**src/rtl/regfile_sequencer.sv**
```systemverilog
// Command sequencer for the 8-entry register file (R1-R4, S1-S4).
// Carries out one handshaked register command at a time over one or three execute cycles.
module regfile_sequencer #(
   parameter int WIDTH = 16
) (
   input  logic             clk,
   input  logic             rst_n,
   input  logic             cmd_valid,
   output logic             cmd_ready,
   input  logic [2:0]       cmd_op,
   input  logic [2:0]       cmd_dst,
   input  logic [2:0]       cmd_src,
   input  logic [WIDTH-1:0] cmd_imm,
   output logic             done,
   output logic             err,
   output logic [2:0]       out_a_sel,
   output logic [2:0]       out_b_sel,
   output logic [3:0]       reg_sel,
   output logic [3:0]       scr_sel,
   output logic [2:0]       fun_sel,
   output logic [WIDTH-1:0] i,
   input  logic [WIDTH-1:0] reg_out_a
);

   localparam logic [2:0] OP_MOV  = 3'b000;
   localparam logic [2:0] OP_LDI  = 3'b001;
   localparam logic [2:0] OP_CLR  = 3'b010;
   localparam logic [2:0] OP_INC  = 3'b011;
   localparam logic [2:0] OP_DEC  = 3'b100;
   localparam logic [2:0] OP_SWAP = 3'b101;

   localparam logic [2:0] FUN_LOAD  = 3'b010;
   localparam logic [2:0] FUN_CLEAR = 3'b011;
   localparam logic [2:0] FUN_INC   = 3'b001;
   localparam logic [2:0] FUN_DEC   = 3'b000;

   typedef enum logic [2:0] {IDLE, EX1, EX2, EX3, DONE} state_t;

   state_t           state, state_next;
   logic [2:0]       op_q, dst_q, src_q;
   logic [WIDTH-1:0] imm_q, temp_q;
   logic             done_q, err_q;
   logic             accept, temp_load, err_set;
   logic [7:0]       wr_n, dst_mask, src_mask;

   assign cmd_ready = (state == IDLE);
   assign accept    = cmd_valid && cmd_ready;
   assign done      = done_q;
   assign err       = err_q;

   // Enables are packed {R1..R4, S1..S4}, so index k is simply bit 7-k.
   assign dst_mask = ~(8'h80 >> dst_q);
   assign src_mask = ~(8'h80 >> src_q);
   assign {reg_sel, scr_sel} = wr_n;

   always_ff @(posedge clk or negedge rst_n) begin
      if (!rst_n) begin
         state  <= IDLE;
         op_q   <= '0;
         dst_q  <= '0;
         src_q  <= '0;
         imm_q  <= '0;
         temp_q <= '0;
         done_q <= 1'b0;
         err_q  <= 1'b0;
      end else begin
         state  <= state_next;
         done_q <= (state_next == DONE);
         if (accept) begin
            op_q  <= cmd_op;
            dst_q <= cmd_dst;
            src_q <= cmd_src;
            imm_q <= cmd_imm;
            err_q <= 1'b0;
         end
         if (err_set) begin
            err_q <= 1'b1;
         end
         if (temp_load) begin
            temp_q <= reg_out_a;
         end
      end
   end

   always_comb begin
      state_next = state;
      out_a_sel  = 3'd0;
      out_b_sel  = (state == IDLE) ? 3'd0 : src_q;
      fun_sel    = FUN_LOAD;
      i          = '0;
      wr_n       = 8'hFF;
      temp_load  = 1'b0;
      err_set    = 1'b0;
      unique case (state)
         IDLE: begin
            if (accept) begin
               state_next = EX1;
            end
         end
         EX1: begin
            state_next = DONE;
            case (op_q)
               OP_MOV: begin
                  out_a_sel = src_q;
                  i         = reg_out_a;
                  wr_n      = dst_mask;
               end
               OP_LDI: begin
                  i    = imm_q;
                  wr_n = dst_mask;
               end
               OP_CLR: begin
                  fun_sel = FUN_CLEAR;
                  wr_n    = dst_mask;
               end
               OP_INC: begin
                  fun_sel = FUN_INC;
                  wr_n    = dst_mask;
               end
               OP_DEC: begin
                  fun_sel = FUN_DEC;
                  wr_n    = dst_mask;
               end
               OP_SWAP: begin
                  // Degenerate swap retires without touching Temp or the file.
                  out_a_sel = dst_q;
                  if (src_q != dst_q) begin
                     temp_load  = 1'b1;
                     state_next = EX2;
                  end
               end
               default: begin
                  err_set = 1'b1;
               end
            endcase
         end
         EX2: begin
            out_a_sel  = src_q;
            i          = reg_out_a;
            wr_n       = dst_mask;
            state_next = EX3;
         end
         EX3: begin
            i          = temp_q;
            wr_n       = src_mask;
            state_next = DONE;
         end
         DONE: begin
            state_next = IDLE;
         end
         default: begin
            state_next = IDLE;
         end
      endcase
   end

endmodule

```
**config.mk**
```make
export PLATFORM = sky130hd
export DESIGN_NAME = regfile_sequencer
export DESIGN_NICKNAME = d
export VERILOG_FILES = /design/src/rtl/regfile_sequencer.sv
export SDC_FILE = /design/constraint.sdc
export NUM_CORES = 1
export LEC_CHECK = 0
export CAP_MARGIN = 15
export CORE_UTILIZATION = 43
export DETAILED_ROUTE_END_ITERATION = 7
export MAX_ROUTING_LAYER = met4
export PLACE_DENSITY = 0.82
export REMOVE_ABC_BUFFERS = 1
export SETUP_SLACK_MARGIN = 0.15
export SYNTH_ARGS = -nofsm -noshare
export SYNTH_HDL_FRONTEND = slang
export SYNTH_SLANG_ARGS = --single-unit
```
**constraint.sdc**
```tcl
create_clock -name clk -period 1.95 [get_ports clk]
set_input_delay 0.195 -clock clk [delete_from_list [all_inputs] [get_ports clk]]
set_output_delay 0.195 -clock clk [all_outputs]
set_load 0.01 [all_outputs]
```
==> results.cfg, run 1 <==
[die]
row_count = 28
fp.dieH_um = 81.04
die_area_mm2 = 0.006567
start_util_pct = 44.84
die_x_um = 81.04
coreArea_mm2 = 0.005991
io_pins = 80

[yosys]
yosysTopAreaCell = dfrtp_1
yosysWarnings = 0
synth_top_cell_area_share_pct = 42.85
synth_area_leaders = dfrtp_1, mux2_2, mux2i_1
synth_edf_count = 0
synth_ff_type = dfrtp_1
synth-seq-area-share_pct = 42.85
synthArstFlopShare_pct = 100.0
ys_types = 40
synth_area_mm2 = 0.002686
ys_seq_elements = 46
synth_cells = 230
avgSynthCellArea_um2 = 11.68

[cells_and_area]
fin_util_pct = 66.90
final_cells = 411
diodes = 0
drive_gt1_share_pct = 46.43
num-nets-final = 380
area_growth_pct = 49.18

[clock_network]
path_clk_slew_ns = 0.09
root_buffer = clkbuf_8
cts_inserted_buffers = 5
insertion_delay_ns = 0.29
htreeDepth = 2
clock_sinks = 46
cts_tree = yes
cts_buffer_depth = 2

[grt]
grtUsageTotal_pct = 22.59
grt_max_degree = 47
grt_overflow = 0
grt_pass1_vias = 2359
antenna_found_initial = 0
grt_pass1_wl_um = 11100

[timing]
slew_headroom_pct = 62.75
fmax_mhz = 519.6
drv_slew = 0
worst_slew_pin_slew_ns = 0.5588
finClkSkew_ns = 0.01026
hold_violations = 0
rsz0062_at_grt = yes
finalCritPeriodShare_pct = 98.70
period_minus_slack_ns = 1.925
setup_viol = 0

[power]
leakage_nw = 1.756
power_density_mw_per_mm2 = 1546
vdd_drop_max_uv = 830.7

[placed_design]
hpwl_um = 4558
port_buffers = 78
post-place-cells = 386
gp_congestion = 0.8090

[setup_path]
end_kind = flip-flop
startpoint_type = flip-flop
required_ns = 2.12
arrival_ns = 2.10
critPathKind = reg2reg
worstPathMaxFanout = 17

[drt]
wirelength_um = 7122
drcViolationCount = 0
num_vias = 2306
ant_nets = 0
drt_iter0_markers = 228
viasPerCell = 5.611
drt_pass1_iterations = 4
wl_per_cell_um = 17.33

[worst_hold_path]
min_path_type = in2async

[run_status]
outcome = finished clean

[job]
max_cap_viol_count = 0
## logic make-up (layout without fill, tap and decap cells)
kind of cell | Yosys count | after routing | synth area share, %
muxes | 73 | 73 | 30.37
DFF | 46 | 46 | 42.85
and+or+nand+nor | 46 | 47 | 11.27
AOI/OAI and AO/OA | 38 | 38 | 10.06
buffers and inverters | 22 | 127 | 4.006
xor gates and xnor gates | 4 | 4 | 1.304
other | 1 | 1 | 0.1396
## worst max-delay path: stages, from the launching register on
cell,delay (ns)
dfrtp_2,0.47
or3b_4,0.46
a311oi_4,0.32
buf_12,0.22
mux2_2,0.35
## sequential cells by signal (all words and copies together), names as in the netlist
signal / flops
src_q: 3
state: 3
op_q: 3
imm_q: 16
done: 1
err: 1
dst_q: 3
temp_q: 16
## cells in the final DEF (no fill, tap or decap), types with 6 or more instances in the layout
cell             instances
mux2_4                  24
o22ai_1                 13
nor2b_1                  6
buf_2                   26
buf_6                   10
dfrtp_1                 41
buf_4                   26
clkdlybuf4s50_1         44
mux2_2                  17
mux2i_1                 32
clkbuf_2                 7
## through the flow
step	setup slack, ns	area [µm²]	TNS, ns	hold WS, ns	power, W
floorplan	-0.7764	2579	-29.62	-0.1006	0.003634
global placement	-0.02387	3649	-0.2309	0.3190	0.004869
detailed placement	-0.08967	3649	-0.4511	0.3138	0.004981
CTS	0.04173	3859	0	0.5096	0.005696
global route	-0.008325	4008	-0.03893	0.5089	0.006561
finish	0.02534	4008	0	0.5102	0.006196
## what timing repair did
| item | in CTS | in global routing |
|---|---|---|
| setup endpoints to repair | 74 | 58 |
| resized for setup | 137 | 62 |
| hold buffers | 1 | 0 |
| setup buffers | 10 | 5 |
| pin swaps | 7 | 10 |
| hold endpoints to repair | 4 | 0 |
| cloned | 1 | 1 |
## power by group
group          total [W]  leakage [nW]  switching (W)  internal, W
clock network   0.000549        0.0373       0.000302     0.000246
logic            0.00372          1.17        0.00159      0.00214
registers        0.00192         0.552       0.000482      0.00144
total            0.00620          1.76        0.00237      0.00382
## layer usage
| layer | vias to the layer above | track usage, % | share of wire (%) |
|---|---|---|---|
| met5 | - | - | 0 |
| met4 | 0 | 5.179 | 1.5 |
| met3 | 12 | 3.483 | 4.9 |
| met2 | 86 | 38.15 | 49 |
| met1 | 1144 | 28.48 | 45 |
| li1 | 1064 | - | - |
## path summary, 6_finish.rpt
check / startpoint / endpoint / slack [ns] / depth (start not counted)
setup / recovery: state[1] / temp_q[2] / 0.03 / 4
hold / removal: rst_n / imm_q[1] / 0.51 / 3
setup reg to reg: state[1] / temp_q[2] / 0.03 / 4
hold reg to reg: temp_q[4] / temp_q[4] / 0.51 / 1
max in group asynchronous: rst_n / state[2] / 1.02 / 3
min in group clk: temp_q[4] / temp_q[4] / 0.51 / 1
## cell usage after synthesis, drive strengths merged (2+ instances only)
cell     number
dfrtp        46
nand2         3
a21oi         2
nand2b        4
nand3b        3
and4b         5
nor4b         4
nor2b         7
buf           9
nand4         2
nor2          6
nor4          2
o21ai         7
mux2         41
nor3b         2
xnor2         4
clkbuf       13
a21o          2
mux2i        32
a311oi        2
o2bb2ai       3
nor3          3
o22ai        16
## layout make-up
class,count,area (µm²)
fill,445,1983
multi-input combinational,163,1649
sequential,46,1157
timing repair buffer,120,1027
tap,75,93.84
clock buffer,6,72.57
clock inverter,1,7.507
No activity file was read; power rests on OpenSTA's default activity.
==> inputs of run 2 (changes only) <==
CORE_UTILIZATION = 47   (was 43)
PLACE_DENSITY = 0.85   (was 0.82)
clock period = 2 ns   (was 1.95 ns; I/O delays follow)
==> run 2 against run 1 <==
Effect of this change: the run now ends with negative setup slack left; register-to-register slack lost 0.14 ns; critical path depth increased by 2; combinational power increased by 8.1%; sequential power grew 3%; worst setup slack worse by 0.14 ns; wire length is 26% higher; hold slack got worse by 0.086 ns; via count increased by 6.3%; core utilization rose by 12 points; highest routed layer unchanged; cell count rose by 2.7%; sequential share of layout area down 2.1 points.
==> results.cfg, run 2 (same netlist as run 1, synthesis figures left out) <==
[setup_path]
timing.rr.start = op_q[1]
startpoint_type = flip-flop
reg2reg_slack_ns = -0.11
critPathMostFrequentCell = buf_6
critPathTopFamily = flip-flops
reg2reg_depth = 6
critPathKind = reg2reg
critPathCapture = temp_q[2]
cp-startpoint = op_q[1]
crit_slowest_cell = dfrtp_2
critPathBufInv = 3
path_depth = 6
crit_chain = nand3b_1 > a311oi_4 > buf_6 > buf_6 > buf_12 > mux2_4
end_kind = flip-flop
r2r-end = temp_q[2]
slowest_delay_ns = 0.49
arrival_ns = 2.29
required_ns = 2.18
worstPathMaxFanout = 7

[timing]
period_minus_slack_ns = 2.114
finClkSkew_ns = 0.01225
setup_viol = 12
worst_slew_pin_slew_ns = 0.5819
drv_slew = 0
rsz0062_at_grt = yes
layout_setup_ws_ns = -0.1142
finalCritPeriodShare_pct = 105.7
slew_headroom_pct = 60.94
fmax_mhz = 473.0
hold_violations = 0

[drt]
wirelength_um = 8981
wl_per_cell_um = 21.28
drt_iter0_markers = 152
num_vias = 2451
ant_nets = 0
drcViolationCount = 0
drt_pass1_iterations = 4
viasPerCell = 5.808

[power]
power_density_mw_per_mm2 = 1520
leakage_nw = 1.851
vdd_drop_max_uv = 791.7

[run_status]
outcome = finished with violations
violations = negative setup slack

[grt]
grt_overflow = 0
grt_max_degree = 26
grt_pass1_wl_um = 12180
antenna_found_initial = 0
grtUsageTotal_pct = 26.90
grt_pass1_vias = 2419

[clock_network]
cts_buffer_depth = 2
cts_tree = yes
path_clk_slew_ns = 0.09
insertion_delay_ns = 0.30
clock_sinks = 46
htreeDepth = 2
root_buffer = clkbuf_8
cts_inserted_buffers = 5

[cells_and_area]
final_common_cell = clkdlybuf4s50_1
diodes = 0
num-nets-final = 393
drive_gt1_share_pct = 54.86
postLayoutCellArea_mm2 = 0.004335
most-common-layout-cells = clkdlybuf4s50_1, dfrtp_1, buf_4, buf_2, mux2i_1
largestRegisters = imm_q: 16 flops, temp_q: 16 flops
area_growth_pct = 61.39
final_cells = 422

[placed_design]
post-place-cells = 375
port_buffers = 78
hpwl_um = 4412
dpl_cell_area_mm2 = 0.003610
gp_congestion = 0.8555

[die]
row_count = 27
die_area_mm2 = 0.006022
start_util_pct = 48.78
fp.dieH_um = 77.60
coreArea_mm2 = 0.005507
die_x_um = 77.60
io_pins = 80

[worst_hold_path]
min_path_type = in2async

[job]
max_cap_viol_count = 0
==> run 2: cell types whose count changed in the layout (fill, tap and decap cells not counted), moves of 4 or more <==
cell | previous run | this run
buf_6 | 10 | 15
o22ai_1 | 13 | 0
mux2i_1 | 32 | 27
o22ai_2 | 3 | 13
buf_12 | 2 | 6
mux2_2 | 17 | 25
mux2_4 | 24 | 16
mux2i_2 | 0 | 5
buf_4 | 26 | 31
==> run 2: how the worst min path moves through the flow <==
stage	startpoint	end	slack (ns)	cells past startpoint
4_1_cts	rst_n	temp_q[8]	0.43	2
5_1_grt	rst_n	temp_q[15]	0.48	2
6_report	rst_n	temp_q[12]	0.42	2
2_1_floorplan	rst_n	done	-0.1	0
3_3_place_gp	rst_n	imm_q[7]	0.20	1
3_5_place_dp	rst_n	imm_q[7]	0.21	1
==> run 2: area by class of cell <==
type	instances	area [µm²]
clock inverters	2	12.51
flip-flops and latches	46	1160
well taps	72	90.09
clock buffers	6	82.58
fillers	288	1171
multi-input cells	162	1760
repair buffers	134	1230
==> run 2: repair_timing <==
action	4_1_cts	5_1_grt
gates cloned	3	0
hold endpoints to repair	22	0
buffers inserted	16	19
pin swaps	11	23
endpoints found under the setup margin	49	46
hold buffers	1	0
gates resized for setup	140	91
==> run 2: per-layer routing <==
layer	share of wire, %	global-route usage (%)
met5	0	-
met2	51	46.28
met3	5.8	3.412
met1	41	32.45
met4	2.7	9.434
==> run 2: metrics by stage <==
step                setup TNS, ns  power [W]  hold slack, ns  worst slack [ns]  util, %
global placement                0   0.004668          0.2049           0.04134    65.55
finish                    -0.6585   0.006588          0.4241           -0.1142    78.73
global route               -1.118   0.006868          0.4778           -0.1332    78.73
floorplan                  -26.62   0.003544        -0.09559           -0.7264        -
CTS                             0   0.005681          0.4273           0.01980    72.89
detailed placement        -0.1943   0.004769          0.2140           -0.1022    65.55
==> run 2: power by group <==
| group | leakage [nW] | internal [W] | switching, W | total (W) |
|---|---|---|---|---|
| sequential | 0.551 | 0.00141 | 0.000564 | 0.00198 |
| clock | 0.0472 | 0.000278 | 0.000318 | 0.000596 |
| combinational | 1.25 | 0.00222 | 0.00180 | 0.00402 |
==> inputs of run 3 (changes only) <==
CELL_PAD_IN_SITES_DETAIL_PLACEMENT = 1   (was not set)
CELL_PAD_IN_SITES_GLOBAL_PLACEMENT = 1   (was not set)
CORE_UTILIZATION = 37   (was 47)
PLACE_DENSITY = 0.86   (was 0.85)
==> run 3 against run 2 <==
Effect of this change: global-route usage fell by 0.40 points; count of clock-buffer cells in the layout is 1 lower; worst setup slack improved by 0.11 ns; flip-flop and latch count did not move; non-clock buffer count down 12; wire length grew 1.2%; core utilization fell by 17 points; first-iteration DRC count down 57%; sequential power about the same; the flow still finishes with violations (negative setup slack); cell count increased by 2.8%; fmax is 5.5% higher; clock skew rose by 0.0026 ns.
==> results.cfg, run 3 (same netlist as run 1, synthesis figures left out) <==
[clock_network]
insertion_delay_ns = 0.30
cts_buffer_depth = 2
htreeDepth = 2
root_buffer = clkbuf_8
path_clk_slew_ns = 0.10
clock_sinks = 46
cts_inserted_buffers = 5
cts_tree = yes

[cells_and_area]
area_growth_pct = 58.50
postLayoutCellArea_mm2 = 0.004258
drive_gt1_share_pct = 47.04
num-nets-final = 381
final_common_cell = clkdlybuf4s50_1
fillers = 719
most-common-layout-cells = clkdlybuf4s50_1, dfrtp_1, mux2i_1, mux2_2, buf_4
largestRegisters = imm_q: 16 flops, temp_q: 16 flops
diodes = 0

[power]
power_density_mw_per_mm2 = 1517
vdd_drop_max_uv = 527.7
internal_power_w = 0.003980
leakage_nw = 1.788
combPwrFrac_pct = 59.0
switching_share_pct = 38.40
clkPwrFrac_pct = 10.8
total_power_w = 0.006461
p_sw_w = 0.002481
pwr-share-seq_pct = 30.2

[setup_path]
slowest_delay_ns = 0.46
crit_chain = buf_6 > nand3b_1 > a311oi_4 > buf_4 > buf_6 > buf_12 > mux2_4
critPathKind = reg2reg
critPathMostFrequentCell = buf_6
required_ns = 2.18
startpoint_type = flip-flop
end_kind = flip-flop
crit_slowest_cell = dfrtp_2
worstPathMaxFanout = 5
arrival_ns = 2.18

[drt]
num_vias = 2347
wirelength_um = 9091
drcViolationCount = 0
drt_iter0_markers = 66
wl_per_cell_um = 20.95
viasPerCell = 5.408
ant_nets = 0
drt_pass1_iterations = 4

[timing]
rsz0062_at_grt = yes
fmax_mhz = 499.2
layout_setup_ws_ns = -0.003374
finalCritPeriodShare_pct = 100.2
period_minus_slack_ns = 2.003
finClkSkew_ns = 0.01485
slew_headroom_pct = 60.95
drv_slew = 0
holdWs_ns = 0.4327
worst_slew_pin_slew_ns = 0.5858
setup_viol = 1
hold_violations = 0

[grt]
grtUsageMet2_pct = 47.60
grt_pass1_vias = 2637
antenna_found_initial = 0
busiest_layer = met2
grt_pass1_wl_um = 14580
grt_max_degree = 26
grt_overflow = 0
grt.met1_usage_pct = 31.11
grtUsageTotal_pct = 26.50
met3_usage_pct = 3.507

[die]
io_pins = 80
start_util_pct = 38.89
coreArea_mm2 = 0.006907
die_area_mm2 = 0.007605
die_x_um = 87.21
fp.dieH_um = 87.21
row_count = 30

[job]
max_cap_viol_count = 0

[worst_hold_path]
min_path_type = in2async

[placed_design]
dpl_cell_area_mm2 = 0.003665
gp_congestion = 0.8232
hpwl_um = 5133
port_buffers = 78

[run_status]
outcome = finished with violations
violations = negative setup slack
## run 3: cell types whose count changed in the layout (fill, tap and decap cells not counted), moves of 3 or more
cell	change
buf_4	-10
o22ai_1	+14
o22ai_4	-3
clkdlybuf4s15_2	+11
dfrtp_2	+4
dfrtp_1	-4
o22ai_2	-11
clkbuf_2	-4
buf_6	-4
mux2i_1	+5
nor2_4	-3
mux2i_2	-5
buf_2	-11
## run 3: critical path: cells and delay by family, from the launching register on
| family | cells | cell delay [ns] |
|---|---|---|
| AO/OA/AOI/OAI | 1 | 0.32 |
| multiplexers | 1 | 0.30 |
| buffers and inverters | 4 | 0.54 |
| flip-flops | 1 | 0.46 |
| AND/OR/NAND/NOR | 1 | 0.25 |
## run 3: metal layers
layer / share of wire (%) / wire (µm)
met3: 2.6 / 240
met5: 0 / 0
met2: 54 / 4900
met4: 1.2 / 112
met1: 42 / 3838
## run 3: stage by stage
stage          instances   TNS [ns]  utilization (%)  worst slack (ns)
2_1_floorplan        208     -26.62                -           -0.7264
3_3_place_gp         399          0            53.06           0.04151
3_5_place_dp         399    -0.1192            53.06          -0.06000
4_1_cts              432          0            60.20           0.05285
5_1_grt              434    -0.7327            61.65          -0.06402
6_report             434  -0.003374            61.65         -0.003374
## run 3: layout make-up
cell class | count | area, µm² | share of cell area, %
clock buffer | 5 | 68.82 | 1.616
multi-input combinational | 162 | 1615 | 37.94
tap | 96 | 120.1 | 2.821
sequential | 46 | 1165 | 27.36
clock inverter | 3 | 40.04 | 0.9403
timing repair buffer | 122 | 1249 | 29.33
## run 3: timing repair
item / CTS / global route
resized for setup: 154 / 24
hold buffers: 1 / 0
buffers inserted: 20 / 2
endpoints found under the hold margin: 22 / 0
setup endpoints to repair: 49 / 69
pin swaps: 12 / 7
cloned: 4 / 0
## run 3: worst paths after layout
path                              from    endpoint  slack [ns]  cells past startpoint
max                            op_q[1]   temp_q[5]      -0.003                      7
min                              rst_n    state[1]        0.43                      2
max reg2reg                    op_q[1]   temp_q[5]      -0.003                      7
min reg2reg                  imm_q[14]   imm_q[14]        0.52                      1
max in group asynchronous        rst_n  temp_q[10]        1.02                      3
min in group clk           cmd_imm[14]   imm_q[14]        0.50                      2
## run 3: power by group through the flow
stage	clock network [W]	registers [W]	logic [W]
final	0.000700	0.00195	0.00381
after detailed placement	0	0.00188	0.00303
after global placement	0	0.00183	0.00293
after CTS	0.000701	0.00189	0.00356
after global routing	0.000750	0.00201	0.00407
after floorplan	0	0.00187	0.00167
